File: config.mk
export PLATFORM = sky130hd
export DESIGN_NAME = issue_gather_flat
export DESIGN_NICKNAME = d
export VERILOG_FILES = /design/src/rtl/issue_gather_if.sv /design/src/rtl/issue_gather.sv /design/src/flat_wrapper.sv
export SDC_FILE = /design/constraint.sdc
export NUM_CORES = 1
export LEC_CHECK = 0
export ABC_AREA = 1
export CORE_MARGIN = 4
export CORE_UTILIZATION = 47
export CTS_CLUSTER_DIAMETER = 30
export CTS_CLUSTER_SIZE = 10
export DETAILED_ROUTE_END_ITERATION = 8
export PLACE_DENSITY_LB_ADDON = 0.15
export SKIP_LAST_GASP = 1
export SLEW_MARGIN = 5
export SYNTH_ARGS = -nofsm -noshare
export SYNTH_HDL_FRONTEND = slang
export SYNTH_SLANG_ARGS = --single-unit
export TNS_END_PERCENT = 10
File: constraint.sdc
create_clock -name clk -period 2.2 [get_ports clk]
set_clock_uncertainty 0.15 [all_clocks]
set_input_delay 0.33 -clock clk [delete_from_list [all_inputs] [get_ports clk]]
set_output_delay 0.33 -clock clk [all_outputs]
set_load 0.05 [all_outputs]
File: src/rtl/issue_gather_if.sv
// Beat-in / group-out bus for issue_gather: upstream lane beats, downstream
// 8-lane group handshake and the sticky error flag.
interface issue_gather_if #(
  parameter int DW = 8
);
  logic          stall_n;
  logic          i_act;
  logic [1:8]    i_lv;
  logic [DW-1:0] i_d [1:8];
  logic          i_et;
  logic          o_vl;
  logic [DW-1:0] o_d [1:8];
  logic [7:0]    o_mask;
  logic          i_rdy;
  logic          o_err;

  modport master (
    input  stall_n, o_vl, o_d, o_mask, o_err,
    output i_act, i_lv, i_d, i_et, i_rdy
  );

  modport slave (
    output stall_n, o_vl, o_d, o_mask, o_err,
    input  i_act, i_lv, i_d, i_et, i_rdy
  );
endinterface

File: src/rtl/issue_gather.sv
// Reassembles serialized lane beats into 8-lane groups behind a 2-entry FIFO.
// Optional ISSUE_GATHER_DUP_CHECK_EN enables the sticky duplicate-lane error.
module issue_gather #(
  parameter int DW = 8
) (
  input logic         clk,
  input logic         rst,
  issue_gather_if.slave bus
);

  logic [DW-1:0] acc_d_q [1:8];
  logic [DW-1:0] acc_d_d [1:8];
  logic [7:0]    acc_m_q, acc_m_d;

  logic [DW-1:0] fifo_d_q [2][1:8];
  logic [DW-1:0] fifo_d_d [2][1:8];
  logic [7:0]    fifo_m_q [2];
  logic [7:0]    fifo_m_d [2];
  logic          wr_ptr_q, wr_ptr_d;
  logic          rd_ptr_q, rd_ptr_d;
  logic [1:0]    cnt_q, cnt_d;

  logic [DW-1:0] mrg_d [1:8];
  logic [7:0]    mrg_m;
  logic [7:0]    lv_m;
  logic          accept, push, pop;

  assign bus.stall_n = (cnt_q != 2'd2);
  assign bus.o_vl    = (cnt_q != 2'd0);
  assign bus.o_mask  = fifo_m_q[rd_ptr_q];
  assign bus.o_d     = fifo_d_q[rd_ptr_q];

  assign accept = bus.i_act && bus.stall_n;
  assign push   = accept && bus.i_et;
  assign pop    = bus.o_vl && bus.i_rdy;

  // Beat lanes override the accumulator so a closing beat can supply any lane.
  always_comb begin
    lv_m = '0;
    for (int unsigned k = 1; k <= 8; k++) begin
      lv_m[k-1] = bus.i_lv[k];
      mrg_d[k]  = bus.i_lv[k] ? bus.i_d[k] : acc_d_q[k];
    end
    mrg_m = acc_m_q | lv_m;
  end

  always_comb begin
    acc_d_d  = acc_d_q;
    acc_m_d  = acc_m_q;
    fifo_d_d = fifo_d_q;
    fifo_m_d = fifo_m_q;
    wr_ptr_d = wr_ptr_q ^ push;
    rd_ptr_d = rd_ptr_q ^ pop;
    cnt_d    = cnt_q + 2'(push) - 2'(pop);

    if (accept) begin
      if (bus.i_et) begin
        for (int unsigned k = 1; k <= 8; k++) acc_d_d[k] = '0;
        acc_m_d = '0;
      end else begin
        acc_d_d = mrg_d;
        acc_m_d = mrg_m;
      end
    end

    if (push) begin
      fifo_d_d[wr_ptr_q] = mrg_d;
      fifo_m_d[wr_ptr_q] = mrg_m;
    end
  end

  always_ff @(posedge clk) begin
    if (rst) begin
      for (int unsigned k = 1; k <= 8; k++) begin
        acc_d_q[k]     <= '0;
        fifo_d_q[0][k] <= '0;
        fifo_d_q[1][k] <= '0;
      end
      acc_m_q     <= '0;
      fifo_m_q[0] <= '0;
      fifo_m_q[1] <= '0;
      wr_ptr_q    <= 1'b0;
      rd_ptr_q    <= 1'b0;
      cnt_q       <= '0;
    end else begin
      acc_d_q  <= acc_d_d;
      acc_m_q  <= acc_m_d;
      fifo_d_q <= fifo_d_d;
      fifo_m_q <= fifo_m_d;
      wr_ptr_q <= wr_ptr_d;
      rd_ptr_q <= rd_ptr_d;
      cnt_q    <= cnt_d;
    end
  end

`ifdef ISSUE_GATHER_DUP_CHECK_EN
  logic err_q, err_d;

  always_comb begin
    err_d = err_q | (accept && (|(lv_m & acc_m_q)));
  end

  always_ff @(posedge clk) begin
    if (rst) err_q <= 1'b0;
    else     err_q <= err_d;
  end

  assign bus.o_err = err_q;
`else
  assign bus.o_err = 1'b0;
`endif

endmodule

File: src/flat_wrapper.sv
// flat-port wrapper written by rule: the top's interface ports become plain ports
module issue_gather_flat 
#(
  parameter int DW = 8
)
  (clk, rst, bus_stall_n, bus_o_vl, bus_o_d, bus_o_mask, bus_o_err, bus_i_act, bus_i_lv, bus_i_d, bus_i_et, bus_i_rdy);
  issue_gather_if #(.DW(DW)) bus_i ();
  input logic clk;
  input logic rst;
  output wire logic [$bits(bus_i.stall_n)-1:0] bus_stall_n;
  output wire logic [$bits(bus_i.o_vl)-1:0] bus_o_vl;
  output wire logic [$bits(bus_i.o_d)-1:0] bus_o_d;
  output wire logic [$bits(bus_i.o_mask)-1:0] bus_o_mask;
  output wire logic [$bits(bus_i.o_err)-1:0] bus_o_err;
  input wire logic [$bits(bus_i.i_act)-1:0] bus_i_act;
  input wire logic [$bits(bus_i.i_lv)-1:0] bus_i_lv;
  input wire logic [$bits(bus_i.i_d)-1:0] bus_i_d;
  input wire logic [$bits(bus_i.i_et)-1:0] bus_i_et;
  input wire logic [$bits(bus_i.i_rdy)-1:0] bus_i_rdy;
  assign bus_stall_n = bus_i.stall_n;
  assign bus_o_vl = bus_i.o_vl;
  assign bus_o_d = {>>{bus_i.o_d}};
  assign bus_o_mask = bus_i.o_mask;
  assign bus_o_err = bus_i.o_err;
  assign bus_i.i_act = bus_i_act;
  assign bus_i.i_lv = bus_i_lv;
  assign bus_i.i_d = {>>{bus_i_d}};
  assign bus_i.i_et = bus_i_et;
  assign bus_i.i_rdy = bus_i_rdy;
  issue_gather #(.DW(DW)) u_core (.clk(clk), .rst(rst), .bus(bus_i));
endmodule
==> results.ini <==
[grt]
grt_pass1_wl_um = 44000
grt_pass1_vias = 9257
grt_use_total = 0.216
grt_max_degree = 67
grt.overflow.total = 0
grt_antenna_before_repair = 0

[sta]
layout_setup_ws_ns = 0.0154
worst_pin_slew_ns = 0.804
setup_viol = 0
slew_headroom = 0.464
finalSetupTns_ns = 0
timing.final.crit_share = 0.993
finalHoldViolations = 0
fmax_mhz = 458
layout_min_cycle_time_ns = 2.18
finalMaxSlewViolations = 0
rsz0062_at_grt = yes

[detailed_routing]
wl_per_cell_um = 12.9
routed_wl_um = 26500
routed_via_density = 4.73
initialDrtViolationCount = 544
via_count = 9695
drc_errors = 0
postRouteAntennaNets = 0
drt-pass1-iter-count = 5

[setup_path]
arrival_ns = 1.70
required_ns = 1.72
cp-end-kind = primary output
cp_cell_sequence = inv_4, buf_8, nand2_1, nand2_1, buf_4
cpLargestDelayFamily = buffers and inverters
critPathKind = flip-flop to primary output
cp_slowest_cell = dfxtp_4
cp.buffers_inverters = 3
crit_top_cell = nand2_1
cp_max_fo = 25
cp-start-kind = flip-flop
slowest_delay_ns = 0.41

[logic_synthesis]
avgSynthCellArea_um2 = 6.42
synth-seq-cells = 220
yosys.area.top_type = dfxtp_1
yosys-top-cells-area = dfxtp_1, nand2_1, inv_1
synthFlopType = dfxtp_1
synth_edf_count = 0
synthArstFlopShare = 0
ys.warnings.count = 0
yosysUniqueCellTypes = 19
syn-num-nets = 1674
ys_top_cells_by_count = nand2_1, inv_1, nor2_1
synth_most_common_cell = nand2_1
synth.cell_area_um2 = 10200
yosysSeqAreaShare = 0.430
synth_top_area_frac = 0.430
synthCells = 1593

[finish]
fin_util = 0.653
multiInputGateArea_um2 = 4330
n_antenna_cell = 0
layout.nets = 1817
nFillCells = 1896
drive_above_1_share = 0.115
seqCellArea_um2 = 4410
syn_to_final_growth_pct = 35.4

[clock_network]
clk_latency_ns = 0.53
cts.clk_slew.worst_paths_ns = 0.05
cts_made_buffers = 48
cts_max_level = 2
cts_tree = done
clock_tree.buffer_depth = 3
cts.sinks = 220
cts_root_buf = clkbuf_16

[floorplan]
core_area_um2 = 21200
fp.dieH_um = 156
die_area_um2 = 24200
floorplan.initialDensity = 0.482
pin_count = 152
rows = 53
die_width_um = 156

[placement]
dp_slack_ns = 0.0865
hpwlAfterDp_um = 15700
gp_congestion = 0.761
port_buffers = 150

[run_status]
status = complete, no violations

[flow_run]
maxCapViolCount = 0

[pwr]
vdd_drop_max_v = 0.000778
p_leak_nw = 7.19
p_per_area_nw_per_um2 = 1120

[hold_path]
hold_path_class = input port to flip-flop

-- worst paths after layout --
check / from / to / slack (ns) / cells after the start
hold reg to reg: u_core.acc_m_q[2] / u_core.acc_m_q[2] / 0.29 / 2
hold / removal: rst / u_core.fifo_d_q[51] / 0.09 / 4
setup / recovery: u_core.rd_ptr_q / bus_o_mask[7] / 0.02 / 5
setup reg to reg: u_core.cnt_q[1] / u_core.cnt_q[1] / 0.24 / 10
-- logic make-up (layout without fill, tap and decap cells) --
| logic type | after synthesis | count (layout) | synth area share |
|---|---|---|---|
| AO/OA/AOI/OAI | 186 | 186 | 0.123 |
| other | 1 | 1 | 0.000367 |
| AND/OR/NAND/NOR | 792 | 792 | 0.291 |
| XOR/XNOR | 1 | 1 | 0.000856 |
| adder cells (fa/ha/maj) | 4 | 4 | 0.00489 |
| flip-flops | 220 | 220 | 0.430 |
| buffers and inverters | 389 | 571 | 0.149 |
-- metrics by stage --
stage	hold WS [ns]	cells	power [W]	cell area, µm²
floorplan	0.276	1593	0.00687	10200
global placement	0.282	1958	0.00808	12100
detailed placement	0.287	1958	0.00812	12100
CTS	0.0789	2048	0.0156	13800
global route	0.104	2050	0.0162	13800
finish	0.0917	2050	0.0155	13800
-- per-layer routing --
metal	GRT usage	share of wire	vias up
met3	0.0411	0.061	50
met2	0.359	0.46	256
met1	0.287	0.46	4323
li1	-	-	5066
met4	0.0646	0.020	0
met5	0	0	-
-- where the power goes --
group | internal (W) | switching (W) | total [W] | leakage, nW
Clock | 0.00510 | 0.00230 | 0.00741 | 0.825
Sequential | 0.00438 | 0.000209 | 0.00459 | 1.79
Combinational | 0.00121 | 0.00232 | 0.00353 | 4.57
-- area by class of cell --
cell class	instances	share of cell area
inverters	296	0.0806
well taps	275	0.0248
clock inverters	33	0.0309
repair buffers	186	0.140
multi-input cells	984	0.313
flip-flops and latches	220	0.318
clock buffers	56	0.0925
-- flip-flops by register name, summed over array words and instances, names as in the netlist --
name,flops
u_core.fifo_d_q,128
u_core.acc_d_q,64
u_core.fifo_m_q,16
u_core.acc_m_q,8
u_core.cnt_q,2
u_core.rd_ptr_q,1
u_core.wr_ptr_q,1
-- worst min-delay path: stages --
cell and delay, ns:
buf_2 0.12, inv_4 0.12, o211ai_1 0.12, inv_1 0.04
-- placed cells by master (no fill, tap or decap), types with 2 or more instances in the layout --
master	instances
a21oi_1	24
buf_12	25
buf_4	78
buf_8	3
bufinv_16	8
clkbuf_1	3
clkbuf_16	49
clkbuf_8	5
clkdlybuf4s50_1	75
clkinv_2	12
clkinv_4	3
clkinv_8	3
clkinvlp_4	7
dfxtp_1	219
dlygate4sd2_1	2
ha_1	2
ha_4	2
inv_1	293
inv_4	2
nand2_1	519
nor2_1	271
o211ai_1	128
o21ai_0	31
o21ai_1	2
-- what timing repair did --
| item | in CTS | in global routing |
|---|---|---|
| cloned | 0 | 1 |
| endpoints found under the setup margin | 60 | 42 |
| buffers inserted | 1 | 1 |
| resized for setup | 6 | 5 |
| hold buffers | 0 | 0 |
Power figures use the tool's default switching activity.
